### src/rtl/vga_writer_pkg.sv
// Shared types and default widths for the VGA memory write engine.
package vga_writer_pkg;

  localparam int VGA_DATA_W = 32;
  localparam int VGA_ADDR_W = 6;

  typedef enum logic [1:0] {
    IDLE    = 2'd0,
    WAIT_VS = 2'd1,
    WRITE   = 2'd2
  } wr_state_e;

  typedef struct packed {
    logic [VGA_ADDR_W-1:0] start;
    logic [VGA_ADDR_W:0]   len;
    logic                  fill;
    logic [VGA_DATA_W-1:0] data;
    logic                  sel;
    logic                  vsync;
  } wr_cmd_t;

endpackage

### src/rtl/vsync_edge_det.sv
// Two-flop synchronizer on the raw vsync plus a one-cycle falling-edge pulse.
module vsync_edge_det (
  input  logic clk,
  input  logic rst_n,
  input  logic vsync,
  output logic fall
);

  logic [2:0] sync;

  // Reset to the inactive (high) level so release never fakes an edge.
  always_ff @(posedge clk or negedge rst_n) begin
    if (!rst_n) sync <= '1;
    else        sync <= {sync[1:0], vsync};
  end

  assign fall = sync[2] & ~sync[1];

endmodule

### src/rtl/vga_frame_writer.sv
// Burst write engine for the two vgaController memories: constant fill or
// streamed words, optionally deferred to the next vertical blanking edge.
module vga_frame_writer
  import vga_writer_pkg::*;
#(
  parameter int DATA_W = VGA_DATA_W,
  parameter int ADDR_W = VGA_ADDR_W
) (
  input  logic              clk,
  input  logic              rst,
  input  logic              cmd_valid,
  output logic              cmd_ready,
  input  logic [ADDR_W-1:0] cmd_start,
  input  logic [ADDR_W:0]   cmd_len,
  input  logic              cmd_fill,
  input  logic [DATA_W-1:0] cmd_data,
  input  logic              cmd_sel,
  input  logic              cmd_vsync,
  input  logic              in_valid,
  output logic              in_ready,
  input  logic [DATA_W-1:0] in_data,
  input  logic              vsync,
  output logic [DATA_W-1:0] data,
  output logic [ADDR_W-1:0] wraddress,
  output logic              wren,
  output logic              memorySel,
  output logic              busy,
  output logic              done
);

  wr_state_e         state, state_nxt;
  wr_cmd_t           cmd_in, cmd_q, cmd_cur;
  logic [ADDR_W-1:0] addr;
  logic [ADDR_W:0]   rem;
  logic              vs_fall, accept, launch, launch_wr, step_wr, finish;

  vsync_edge_det u_vs_det (
    .clk   (clk),
    .rst_n (rst),
    .vsync (vsync),
    .fall  (vs_fall)
  );

  assign cmd_in = '{start: cmd_start, len: cmd_len, fill: cmd_fill,
                    data: cmd_data, sel: cmd_sel, vsync: cmd_vsync};
  assign accept = cmd_valid && (state == IDLE);

  always_ff @(posedge clk or negedge rst) begin
    if (!rst) state <= IDLE;
    else      state <= state_nxt;
  end

  always_comb begin
    state_nxt = state;
    unique case (state)
      IDLE:    if (accept) state_nxt = cmd_vsync ? WAIT_VS
                                     : ((cmd_len == '0) ? IDLE : WRITE);
      WAIT_VS: if (vs_fall) state_nxt = (cmd_q.len == '0) ? IDLE : WRITE;
      WRITE:   if (rem == '0) state_nxt = IDLE;
      default: state_nxt = IDLE;
    endcase
  end

  // A burst "launches" either at a plain accept or at the vsync edge; the
  // edge reuses the latched command exactly as if it had just been accepted.
  always_comb begin
    cmd_cur   = (state == IDLE) ? cmd_in : cmd_q;
    cmd_ready = (state == IDLE);
    busy      = (state != IDLE);
    in_ready  = (state == WRITE) && (rem != '0) && !cmd_q.fill;
    launch    = (accept && !cmd_cur.vsync) || ((state == WAIT_VS) && vs_fall);
    launch_wr = launch && cmd_cur.fill && (cmd_cur.len != '0);
    step_wr   = (state == WRITE) && (rem != '0) && (cmd_q.fill || in_valid);
    finish    = ((state == WRITE) && (rem == '0)) || (launch && (cmd_cur.len == '0));
  end

  // rem counts writes not yet issued; a fill issues its first write at launch
  // so wren lines up with the first WRITE cycle.
  always_ff @(posedge clk or negedge rst) begin
    if (!rst) begin
      cmd_q     <= '0;
      memorySel <= 1'b0;
      addr      <= '0;
      rem       <= '0;
      data      <= '0;
      wraddress <= '0;
      wren      <= 1'b0;
      done      <= 1'b0;
    end else begin
      wren <= 1'b0;
      done <= finish;
      if (accept) begin
        cmd_q     <= cmd_in;
        memorySel <= cmd_cur.sel;
      end
      if (launch_wr) begin
        wren      <= 1'b1;
        wraddress <= cmd_cur.start;
        data      <= cmd_cur.data;
        addr      <= cmd_cur.start + 1'b1;
        rem       <= cmd_cur.len - 1'b1;
      end else if (launch) begin
        addr <= cmd_cur.start;
        rem  <= cmd_cur.len;
      end else if (step_wr) begin
        wren      <= 1'b1;
        wraddress <= addr;
        data      <= cmd_q.fill ? cmd_q.data : in_data;
        addr      <= addr + 1'b1;
        rem       <= rem - 1'b1;
      end
    end
  end

endmodule

### config.mk
export PLATFORM = sky130hd
export DESIGN_NAME = vga_frame_writer
export DESIGN_NICKNAME = d
export VERILOG_FILES = /design/src/rtl/vga_writer_pkg.sv /design/src/rtl/vsync_edge_det.sv /design/src/rtl/vga_frame_writer.sv
export SDC_FILE = /design/constraint.sdc
export NUM_CORES = 1
export LEC_CHECK = 0
export CAP_MARGIN = 15
export CELL_PAD_IN_SITES_DETAIL_PLACEMENT = 2
export CELL_PAD_IN_SITES_GLOBAL_PLACEMENT = 2
export CORE_ASPECT_RATIO = 1.5
export CORE_UTILIZATION = 34
export CTS_BUF_LIST = sky130_fd_sc_hd__clkbuf_4 sky130_fd_sc_hd__clkbuf_8
export DETAILED_ROUTE_END_ITERATION = 8
export PLACE_DENSITY_LB_ADDON = 0.1
export SLEW_MARGIN = 20
export SYNTH_ARGS = -nofsm -noshare
export SYNTH_HDL_FRONTEND = slang
export SYNTH_HIERARCHICAL = 1
export SYNTH_SLANG_ARGS = --single-unit
### constraint.sdc
create_clock -name clk -period 2.4 [get_ports clk]
set_input_delay 0.36 -clock clk [delete_from_list [all_inputs] [get_ports clk]]
set_output_delay 0.36 -clock clk [all_outputs]
set_load 0.05 [all_outputs]
# == Yosys cells after proc, flatten, opt, wreduce, memory -nomap -nowiden ==
# Cells that the tools add are included.
# totals
memories,0
regBits,107
wordCells,78
mem_bits_ro,0
output_inout_bits,44
ramBits,0
inputBits,85
latchBits,0
# classes
mul,0
shift,0
bitwise,2
magnitude_cmp,0
reduce_logical,27
div,0
eq_ne,6
add_sub_neg,4
n_mux,24
# ops
op,count
2-to-1 mux 32 bit,4
2-to-1 mux 48 bit,1
2-to-1 mux 6 bit,6
logical NOT 7 bit,4
2-to-1 mux 7 bit,3
nonzero test 7 bit,2
subtractor 7 x 1 -> 7 bit (second input constant),2
adder 6 x 1 -> 6 bit (second input constant),2
2-to-1 mux 2 bit,6
logical AND 1 bit,10
case mux 2 bit (3 select lines),1
!= test 2 x 1 -> 1 bit (second input constant),2
!= test 2 bit (second input constant),2
nonzero test 2 bit,2
logical OR 1 bit,3
2-to-1 mux 1 bit,3
AND reduction 3 bit,1
nonzero test 3 bit,1
equality test 2 x 1 -> 1 bit (second input constant),1
equality test 2 bit (second input constant),1
logical NOT 1 bit,2
logical NOT 2 bit,1
AND reduction 2 bit,1
bitwise AND 1 bit,1
inverter 1 bit,1

# == Logic depth before layout (Yosys ltp) ==
# Gate-level depths: netlist of run 1.
# depth
word_depth,9
mapped_depth,10

# == Hierarchy ==
# Netlist of run 1, hierarchy kept.
# by_module_without_submodules
module,cells_each,n_inst,seq_area_each_um2,area_per_inst_um2
vga_frame_writer,539,1,2552.4,5983.2
vsync_edge_det,4,1,78.8,92.6

# == Worst setup path before layout of run 1 ==
# Ideal clock, no wire load.
# synth_timing
kind,register to output
from,reg cmd_q[34] (netlist bit)
to,out in_ready
setup_slack_ps,-115
stages_incl_launch_ff,5
t_arrival_ps,2155
cell_sequence,dfrtp_1 clkbuf_1 clkbuf_1 clkbuf_1 nor3_1
# synth_between
elab_chain_cells,2
# synth_lines
item,line_no,source
"start, declared",vga_frame_writer.sv:32,"wr_cmd_t cmd_in, cmd_q, cmd_cur;"
"start signal, assigned",vga_frame_writer.sv:93,cmd_q <= cmd_in;
logical NOT 1 bit,vga_frame_writer.sv:70,in_ready = (state == WRITE) && (rem != '0) && !cmd_q.fill;
logical AND 1 bit,vga_frame_writer.sv:70,
"end, declared",vga_frame_writer.sv:20,"output logic in_ready,"
# No other way between the ends.

# == Worst setup path in the final report of run 1 ==
# layout_timing
from,reg state[1]
to,reg rem[5]
# layout_between
elab_chain_cells,8
elab_cells_between_ends,18
# layout_lines
item,line_no,source
"start, declared",vga_frame_writer.sv:31,"wr_state_e state, state_nxt;"
"start signal, assigned",vga_frame_writer.sv:50,else state <= state_nxt;
branches (longest 8 deep; another with subtractor 7 x 1 -> 7 bit),n/a,
"end signal, assigned",vga_frame_writer.sv:101,rem <= cmd_cur.len - 1'b1;
"end signal, assigned",vga_frame_writer.sv:104,rem <= cmd_cur.len;
"end signal, assigned",vga_frame_writer.sv:110,rem <= rem - 1'b1;
"end, declared",vga_frame_writer.sv:34,logic [ADDR_W:0] rem;
# Parallel ways; which one is timed is not known.
# A chain may end at the register's enable or synchronous reset.

==> results of run 1 <==
==> kinds of logic (layout without fill, tap and decap cells) <==
| family | count (synthesis) | after routing |
|---|---|---|
| adders and majority gates | 3 | 3 |
| muxes | 93 | 93 |
| buffers and inverters | 81 | 242 |
| xor gates and xnor gates | 16 | 16 |
| DFF | 105 | 105 |
| AOI/OAI and AO/OA | 127 | 127 |
| and+or+nand+nor | 118 | 118 |
==> worst max-delay path: stages (launching register included) <==
cell and delay, ps:
dfrtp_1 510, or4_1 600, o31ai_2 120, buf_4 190
nand4_1 140, a211o_1 360, a31oi_1 290
==> power by group through the flow <==
stage | combinational (mW) | clock [mW] | sequential, mW
finish | 7.80 | 1.23 | 3.45
global route | 8.35 | 1.32 | 3.56
CTS | 7.77 | 1.27 | 3.46
detailed placement | 7.65 | 0 | 3.47
global placement | 7.36 | 0 | 3.41
floorplan | 4.10 | 0 | 4.39
==> worst paths after layout <==
| check | slack, ps | start | endpoint | cells past startpoint |
|---|---|---|---|---|
| worst max-delay path | 80 | state[1] | rem[5] | 6 |
| worst min-delay path | 360 | u_vs_det/sync[0] | u_vs_det/sync[1] | 0 |
| worst max register to register | 80 | state[1] | rem[5] | 6 |
| worst min register to register | 360 | u_vs_det/sync[0] | u_vs_det/sync[1] | 0 |
| max in group asynchronous | 1380 | rst | cmd_q[37] | 3 |
| min in group asynchronous | 400 | rst | cmd_q[45] | 2 |
==> stage by stage <==
step | hold WS, ps | cell area, sq um | total power, mW | instances
after floorplan | 64.4 | 6080 | 8.49 | 543
after global placement | 284 | 7880 | 10.8 | 895
after detailed placement | 290 | 7880 | 11.1 | 895
after CTS | 348 | 8150 | 12.5 | 914
after global routing | 360 | 8200 | 13.2 | 917
final | 363 | 8200 | 12.5 | 917
==> cell type report <==
cell class                      instances  area, sq um  share of cell area (%)
Timing Repair Buffer                  186         1850                    22.5
Clock buffer                           10          138                    1.68
Tap cell                              213          267                    3.25
Sequential cell                       105         2630                    32.1
Multi-Input combinational cell        357         3100                    37.7
Inverter                               40          150                    1.83
Clock inverter                          6         73.8                   0.900
==> flip-flops by register name, indices dropped and copies added (netlist names) <==
register	flops
wren	1
addr	6
rem	7
done	1
cmd_q	46
memorySel	1
wraddress	6
state	2
u_vs_det/sync	3
data	32
==> routing by layer <==
| layer | global-route usage [%] | routed length, um | vias to the layer above |
|---|---|---|---|
| met3 | 4.06 | 677 | 29 |
| li1 | - | - | 2320 |
| met2 | 46.8 | 12100 | 100 |
| met5 | 0 | 0 | - |
| met4 | 8.17 | 437 | 0 |
| met1 | 23.8 | 7600 | 2670 |
==> repair_timing <==
item | CTS | global route
cloned | 0 | 1
pin swaps | 2 | 2
setup buffers | 3 | 2
gates resized for setup | 9 | 1
hold endpoints to repair | 15 | 0
hold buffers | 1 | 0
setup endpoints to repair | 26 | 28
==> layout by cell type, fill, tap and decap left out, types with 4 or more instances in the layout <==
cell type / n
nor2_1: 16
a211oi_1: 32
nand2_1: 20
nand3_1: 6
nor2b_1: 32
dfrtp_1: 100
inv_1: 37
o211ai_1: 4
a31oi_1: 9
o21ai_0: 5
o221ai_1: 6
o31ai_1: 5
nor3_1: 10
mux2_2: 51
a221o_1: 6
clkdlybuf4s50_1: 124
buf_4: 49
or4_1: 4
a21oi_1: 10
mux2i_1: 41
buf_12: 9
nand2b_1: 4
xor2_1: 4
xnor2_1: 12
a221oi_2: 29
clkbuf_8: 10
==> results.txt, run 1 <==
Max IR drop VDD: 0.000545 V
Final hold viol count: 0
Ports: 129
Seq cells post-synth: 105
CTS H-tree lvls: 3
Final net count: 787
Synth cell types: 59
Root Driver: clkbuf_8
Outcome: complete, but fails checks
Grt ovf: 0
Initial Util: 34.9%
Largest net degree at the start of global routing: 63
Ant diodes: 0
Syn Inst Count: 543
Largest area contributor in the netlist: dfrtp_1
Combinational power share: 62.5%
Leak: 3.37 nW
CTS tree: done
Setup Crit Path Kind: register to register
Switching share of power: 47.3%
TritonCTS Buffers: 9
Clock buffer depth: 2
Area fraction in compound gates after synthesis: 19.3%
Average size of a mapped cell: 11.2 sq um
Die H: 166 um
Share of cells above drive strength 1: 26.0%
Register area share after synthesis: 43.3%
Post-synth EDFFs: 0
Post-synthesis xor/xnor area fraction: 2.31%
Number of routed nets with antenna violations: 0
Worst-Margin Slew: 721 ps
Num Clock Sinks: 105
DP Wirelength: 15,100 um
Tot GR Track Use: 23.4%
Sw Pwr: 5.91 mW
F_max: 0.432 GHz
Fin crit period: 2320 ps
Post-Route Skew: 13.3 ps
Initial drt markers: 124
Vias/cell: 5.58
Reg power frac: 27.6%
Hold Crit Class: register to register
Synthesized area: 0.00608 sq mm
Yosys warns: 6
RSZ-0062 raised after global routing: false
Synth Area in Adders: 0.618%
Vias: 5,119
Drt wl/cell: 22.7 um
Ranking of synthesized cells by area: dfrtp_1, mux2_2, a221oi_2, mux2i_1, a211oi_1
Pint: 6.57 mW
Post-Syn Nets: 631
Most frequent cell after synthesis: dfrtp_1
DRT Pass-1 Iters: 6
First-pass GRT wire length: 33,000 um
Final core utilization: 47.1%
Vias in the first global route: 6,017
Async SR Flop Fraction: 100%
Max Cap Viol: 0
Routability cong.: 0.837
Synth Flop Type: dfrtp_1
Worst setup margin: 83.2 ps
Worst Path Required: 2690 ps
Core area: 0.0174 sq mm
Routed WL: 20,900 um
Period utilisation layout: 96.5%
FP Rows: 59
# setup viols final: 0
Failing checks: DRC
Mux contribution to synthesized area: 16.6%
Startpoint types: register
Die area: 0.0184 sq mm
Synth Area in Simple Gates: 11.4%
Critical Path AT: 2610 ps
Final Slew Violations: 0
Clk pwr share: 9.9%
Clock Latency Late Sink: 400 ps
Pre-CTS setup slack: -165 ps
Crit end category: register
PwrDens: 1520 mW/mm^2
Worst rel slew slack: 51.9%
I/O Buffers: 128
Initial antenna violation count: 0
Width of the die: 111 um
# DRC: 4
Setup TNS: 0 ps
Fill cells: 1,806
Reg clk slew, reported paths: 120 ps
Top-area cell type share of the netlist area: 42.0%
Layout area overhead: 35.0%
Commonest cells post-synth: dfrtp_1, mux2_2, mux2i_1
Worst-path fanout max: 5
Largest family of logic cells by synthesized area: compound AO/OA/AOI/OAI gates
Power figures use the tool's default switching activity.
==> run 2: changes to the inputs <==
- CORE_MARGIN: not set -> 2
==> run 2 against run 1 <==
The run still ends with DRC left. Hold slack improved by 6.2 ps. Clock-buffer cell count increased by 1. Die area increased by 3.0%. Via count decreased by 0.12%. Utilization increased by 0.43 points.
==> results.txt, run 2 (same netlist as run 1, synthesis figures left out) <==
Outcome: complete, but fails checks
Failing checks: DRC
Routability cong.: 0.866 (+3.5%)
Fin crit period: 2330 ps (+10.3 ps)
Setup TNS: 0 ps (unchanged)
M3 GR Usage: 3.15% (-0.91 points)
Critical Path AT: 1970 ps (-640 ps)
Top flop regs: cmd_q (46), data (32), rem (7)
# DRC: 2 (-2)
Largest register FFs: 46 (unchanged)
Vias/cell: 5.53 (-0.98%)
CTS tree: done
Finished Cell Area: 0.00828 sq mm (+0.92%)
TritonCTS Buffers: 9 (unchanged)
Hold Crit Class: register to register
Most Crowded Layer GR: met2
DRT Pass-1 Iters: 6 (unchanged)
Number of routed nets with antenna violations: 0 (unchanged)
Grt ovf: 0 (unchanged)
Post-Route Skew: 17.7 ps (+4.37 ps)
I/O Buffers: 128 (unchanged)
Die area: 0.0190 sq mm (+3.0%)
Max IR drop VDD: 0.000634 V (+16%)
Routed WL: 21,000 um (+0.59%)
Width of the die: 113 um (+1.8%)
Largest Register: cmd_q
# setup viols final: 0 (unchanged)
Share of cells above drive strength 1: 27.2% (+1.3 points)
Initial drt markers: 162 (+31%)
Most frequent cells in the layout: clkdlybuf4s50_1, dfrtp_1, buf_4
Vias in the first global route: 5,940 (-1.3%)
Setup Crit Path Kind: register to output port
Most common cell after layout, fill and taps aside: clkdlybuf4s50_1
Largest net degree at the start of global routing: 64 (+1.6%)
Worst rel slew slack: 52.2% (+0.25 points)
Final hold viol count: 0 (unchanged)
Met1 GRT Util: 24.8% (+0.99 points)
Max Cap Viol: 0 (unchanged)
Reg2reg setup slack: 80 ps (about the same)
Placed instance area: 0.00793 sq mm (+0.67%)
Initial antenna violation count: 0 (unchanged)
Worst-path fanout max: 4 (-1)
PwrDens: 1520 mW/mm^2 (-0.18%)
Initial Util: 34.9% (unchanged)
Reg2reg end: rem[2]
Clock buffer depth: 2 (unchanged)
Core area: 0.0174 sq mm (unchanged)
Pre-CTS setup slack: -202 ps (-37.3 ps)
Leak: 3.41 nW (+1.3%)
Worst setup margin: 72.9 ps (-10.3 ps)
F_max: 0.430 GHz (-0.44%)
CP startpoint: rem[0]
Startpoint types: register
WHS: 370 ps (+6.24 ps)
Vias: 5,113 (-0.12%)
Worst Path Required: 2040 ps (-650 ps)
RSZ-0062 raised after global routing: false
DP Wirelength: 15,400 um (+1.9%)
First-pass GRT wire length: 33,300 um (+1.0%)
Crit end category: output port
R2r startpoint: state[1]
Final net count: 796 (+1.1%)
FP Rows: 59 (unchanged)
Period utilisation layout: 97.0% (+0.43 points)
Reg clk slew, reported paths: 100 ps (-20 ps)
Clock Latency Late Sink: 400 ps (about the same)
Tot GR Track Use: 22.7% (-0.73 points)
CP Capture Point: in_ready
Met2 usage: 42.7% (-4.1 points)
Worst-Margin Slew: 718 ps (-3.81 ps)
Drt wl/cell: 22.7 um (-0.28%)
Layout area overhead: 36.3%
CTS H-tree lvls: 3 (unchanged)
Ant diodes: 0 (unchanged)
Pwr Total: 12.6 mW (+0.74%)
Num Clock Sinks: 105 (unchanged)
Final Slew Violations: 0 (unchanged)
Die H: 168 um (+1.2%)
Ports: 129 (unchanged)
Root Driver: clkbuf_8
R2r worst-path depth: 7 (+1)
[run 2: layout make-up]
type | instances | area, sq um
clock buffers | 11 | 151
clock inverters | 4 | 52.6
fillers | 1808 | 9140
inverters | 40 | 150
multi-input cells | 357 | 3110
flip-flops and latches | 105 | 2640
well taps | 213 | 267
repair buffers | 195 | 1910
[run 2: routing by layer]
metal,vias up,routed length (um)
met5,-,0
met4,0,683
met3,36,574
met2,105,11700
met1,2637,8070
li1,2335,-
[run 2: worst max-delay path, stage by stage, from the launching register on]
cell and delay [ps]:
dfrtp_2 450, inv_2 90, ha_4 150, or4b_4 490, nor3_4 180, nor3_2 70
buf_6 150
[run 2: how the worst min path moves through the flow]
stage                      from          endpoint  slack, ps  depth (start not counted)
2_1_floorplan               rst           addr[0]         60                          0
3_3_place_gp                rst         cmd_q[43]        270                          1
3_5_place_dp                rst         cmd_q[43]        270                          1
4_1_cts                   vsync  u_vs_det/sync[0]        350                          1
5_1_grt                   vsync  u_vs_det/sync[0]        370                          1
6_report       u_vs_det/sync[0]  u_vs_det/sync[1]        370                          0
[run 2: timing repair]
action,4_1_cts,5_1_grt
gates resized for setup,7,6
hold endpoints to repair,16,0
pin swaps,4,2
setup endpoints to repair,10,41
hold buffers,1,0
setup buffers,4,3
cloned,0,1
[run 2: power by group]
group | leakage, nW | internal (mW) | switching, mW | total, mW
sequential | 1.22 | 2.67 | 0.816 | 3.48
clock | 0.105 | 0.537 | 0.659 | 1.20
combinational | 2.09 | 3.45 | 4.44 | 7.89
total | 3.41 | 6.66 | 5.91 | 12.6
[run 2: metrics by stage]
stage	util, %	std cells
CTS	47.1	921
floorplan	-	543
finish	47.5	925
global route	47.5	925
detailed placement	45.5	902
global placement	45.5	902
==> run 3: changes to the inputs <==
- CORE_UTILIZATION: 34 -> 35
- DONT_BUFFER_PORTS: not set -> 1
==> run 3 against run 2 <==
The run ends with hold timing left. Total power decreased by 11%. Sequential power increased by 34%. Maximum frequency increased by 1.4%.
==> results.txt, run 3 (same netlist as run 1, synthesis figures left out) <==
Period utilisation layout: 95.6% (-1.3 points)
CTS tree: done
Clock buffer depth: 2 (unchanged)
Final net count: 642 (-19%)
Hold Crit Class: input pin to asynchronous set/reset pin
DRT Pass-1 Iters: 4 (-2)
Worst-path fanout max: 3 (-1)
Layout area overhead: 10.7%
Number of routed nets with antenna violations: 0 (unchanged)
Pwr Total: 11.1 mW (-11%)
CTS H-tree lvls: 3 (unchanged)
Largest register FFs: 46 (unchanged)
Vias/cell: 5.71 (+3.3%)
Critical Path AT: 1940 ps (-30 ps)
TritonCTS Buffers: 9 (unchanged)
Hold_buf cts: 1 (unchanged)
Vias: 4,406 (-14%)
Largest Register: cmd_q
Leak: 2.75 nW (-19%)
RSZ-0062 raised after global routing: false
Failing checks: hold timing
Vias in the first global route: 5,066 (-15%)
Final hold viol count: 105 (+105)
Root Driver: clkbuf_8
F_max: 0.436 GHz (+1.4%)
Max IR drop VDD: 0.000939 V (+48%)
WHS: -372 ps (-742 ps)
Routed WL: 18,500 um (-12%)
# DRC: 0 (-2)
Share of cells above drive strength 1: 29.2% (+1.9 points)
Final Slew Violations: 0 (unchanged)
Pre-CTS setup slack: 19.3 ps (+222 ps)
# setup viols final: 0 (unchanged)
PwrDens: 1660 mW/mm^2 (+9.1%)
Startpoint types: register
FP Rows: 59 (unchanged)
Ports: 129 (unchanged)
Routability cong.: 0.796 (-8.1%)
Die area: 0.0185 sq mm (-2.8%)
First-pass GRT wire length: 29,400 um (-12%)
Core area: 0.0172 sq mm (-1.3%)
Clock Latency Late Sink: 410 ps (about the same)
Crit end category: output port
Ant diodes: 0 (unchanged)
DP Wirelength: 13,400 um (-13%)
Most frequent cells in the layout: dfrtp_1, mux2_2, mux2i_1
Die H: 165 um (-1.4%)
Fin crit period: 2300 ps (-31.5 ps)
Width of the die: 112 um (-1.4%)
I/O Buffers: 0 (-100%)
Initial drt markers: 135 (-17%)
Outcome: complete, but fails checks
Top flop regs: cmd_q (46), data (32), rem (7)
Max Cap Viol: 0 (unchanged)
Worst setup margin: 104 ps (+31.5 ps)
Most common cell after layout, fill and taps aside: dfrtp_1
Reg clk slew, reported paths: 120 ps (+20 ps)
Tot GR Track Use: 20.6% (-2.1 points)
Setup Crit Path Kind: register to output port
Worst rel slew slack: 51.3% (-0.90 points)
Initial antenna violation count: 1 (+1)
Num Clock Sinks: 105 (unchanged)
Largest net degree at the start of global routing: 106 (+66%)
Worst-Margin Slew: 731 ps (+13.6 ps)
Worst Path Required: 2040 ps (about the same)
Grt ovf: 0 (unchanged)
Post-Route Skew: 18.5 ps (+0.827 ps)
Setup TNS: 0 ps (unchanged)
Drt wl/cell: 24.0 um (+5.7%)
Initial Util: 35.3% (+0.45 points)
run 3: per-layer routing:
layer	up-vias	global-route usage, %	routed length (um)
met5	-	0	16
met4	2	6.57	306
met3	17	4.20	840
met2	86	39.4	10300
met1	2267	22.7	7040
li1	2034	-	-
run 3: critical path: stages, from the launching register on:
cell and delay (ps):
dfrtp_1 410, inv_2 70, ha_4 130, or4b_4 490, nor3_4 180, nor3_2 80
buf_6 160
run 3: path summary, 6_finish.rpt:
path | startpoint | to | slack [ps] | cells past startpoint
hold / removal | rst | rem[4] | -370 | 0
setup / recovery | rem[1] | in_ready | 100 | 6
setup reg to reg | state[1] | data[30] | 140 | 6
max in group asynchronous | rst | u_vs_det/sync[1] | 2530 | 0
min in group clk | cmd_sel | memorySel | 80 | 2
hold reg to reg | u_vs_det/sync[0] | u_vs_det/sync[1] | 370 | 0
run 3: power by group:
part / internal (mW) / switching [mW] / total, mW
logic: 2.49 / 2.81 / 5.30
registers: 2.64 / 2.04 / 4.68
clock network: 0.433 / 0.731 / 1.16
run 3: timing repair:
item | 4_1_cts | 5_1_grt
hold endpoints to repair | 106 | 105
setup endpoints to repair | 2 | 32
setup buffers | 5 | 2
pin swaps | 4 | 3
resized for setup | 8 | 2
run 3: area by class of cell:
class | count | area [sq um]
inverter | 40 | 150
sequential | 105 | 2630
multi-input combinational | 357 | 3100
clock buffer | 10 | 138
fill | 1816 | 10500
tap | 213 | 267
clock inverter | 6 | 57.6
timing repair buffer | 41 | 377
run 3: per-stage QoR:
step                      utilization [%]  std cells  area, sq um
after CTS                            39.0        770         6700
after global routing                 39.1        772         6720
final                                39.1        772         6720
after floorplan                         -        543         6080
after detailed placement             37.4        749         6430
after global placement               37.4        749         6430
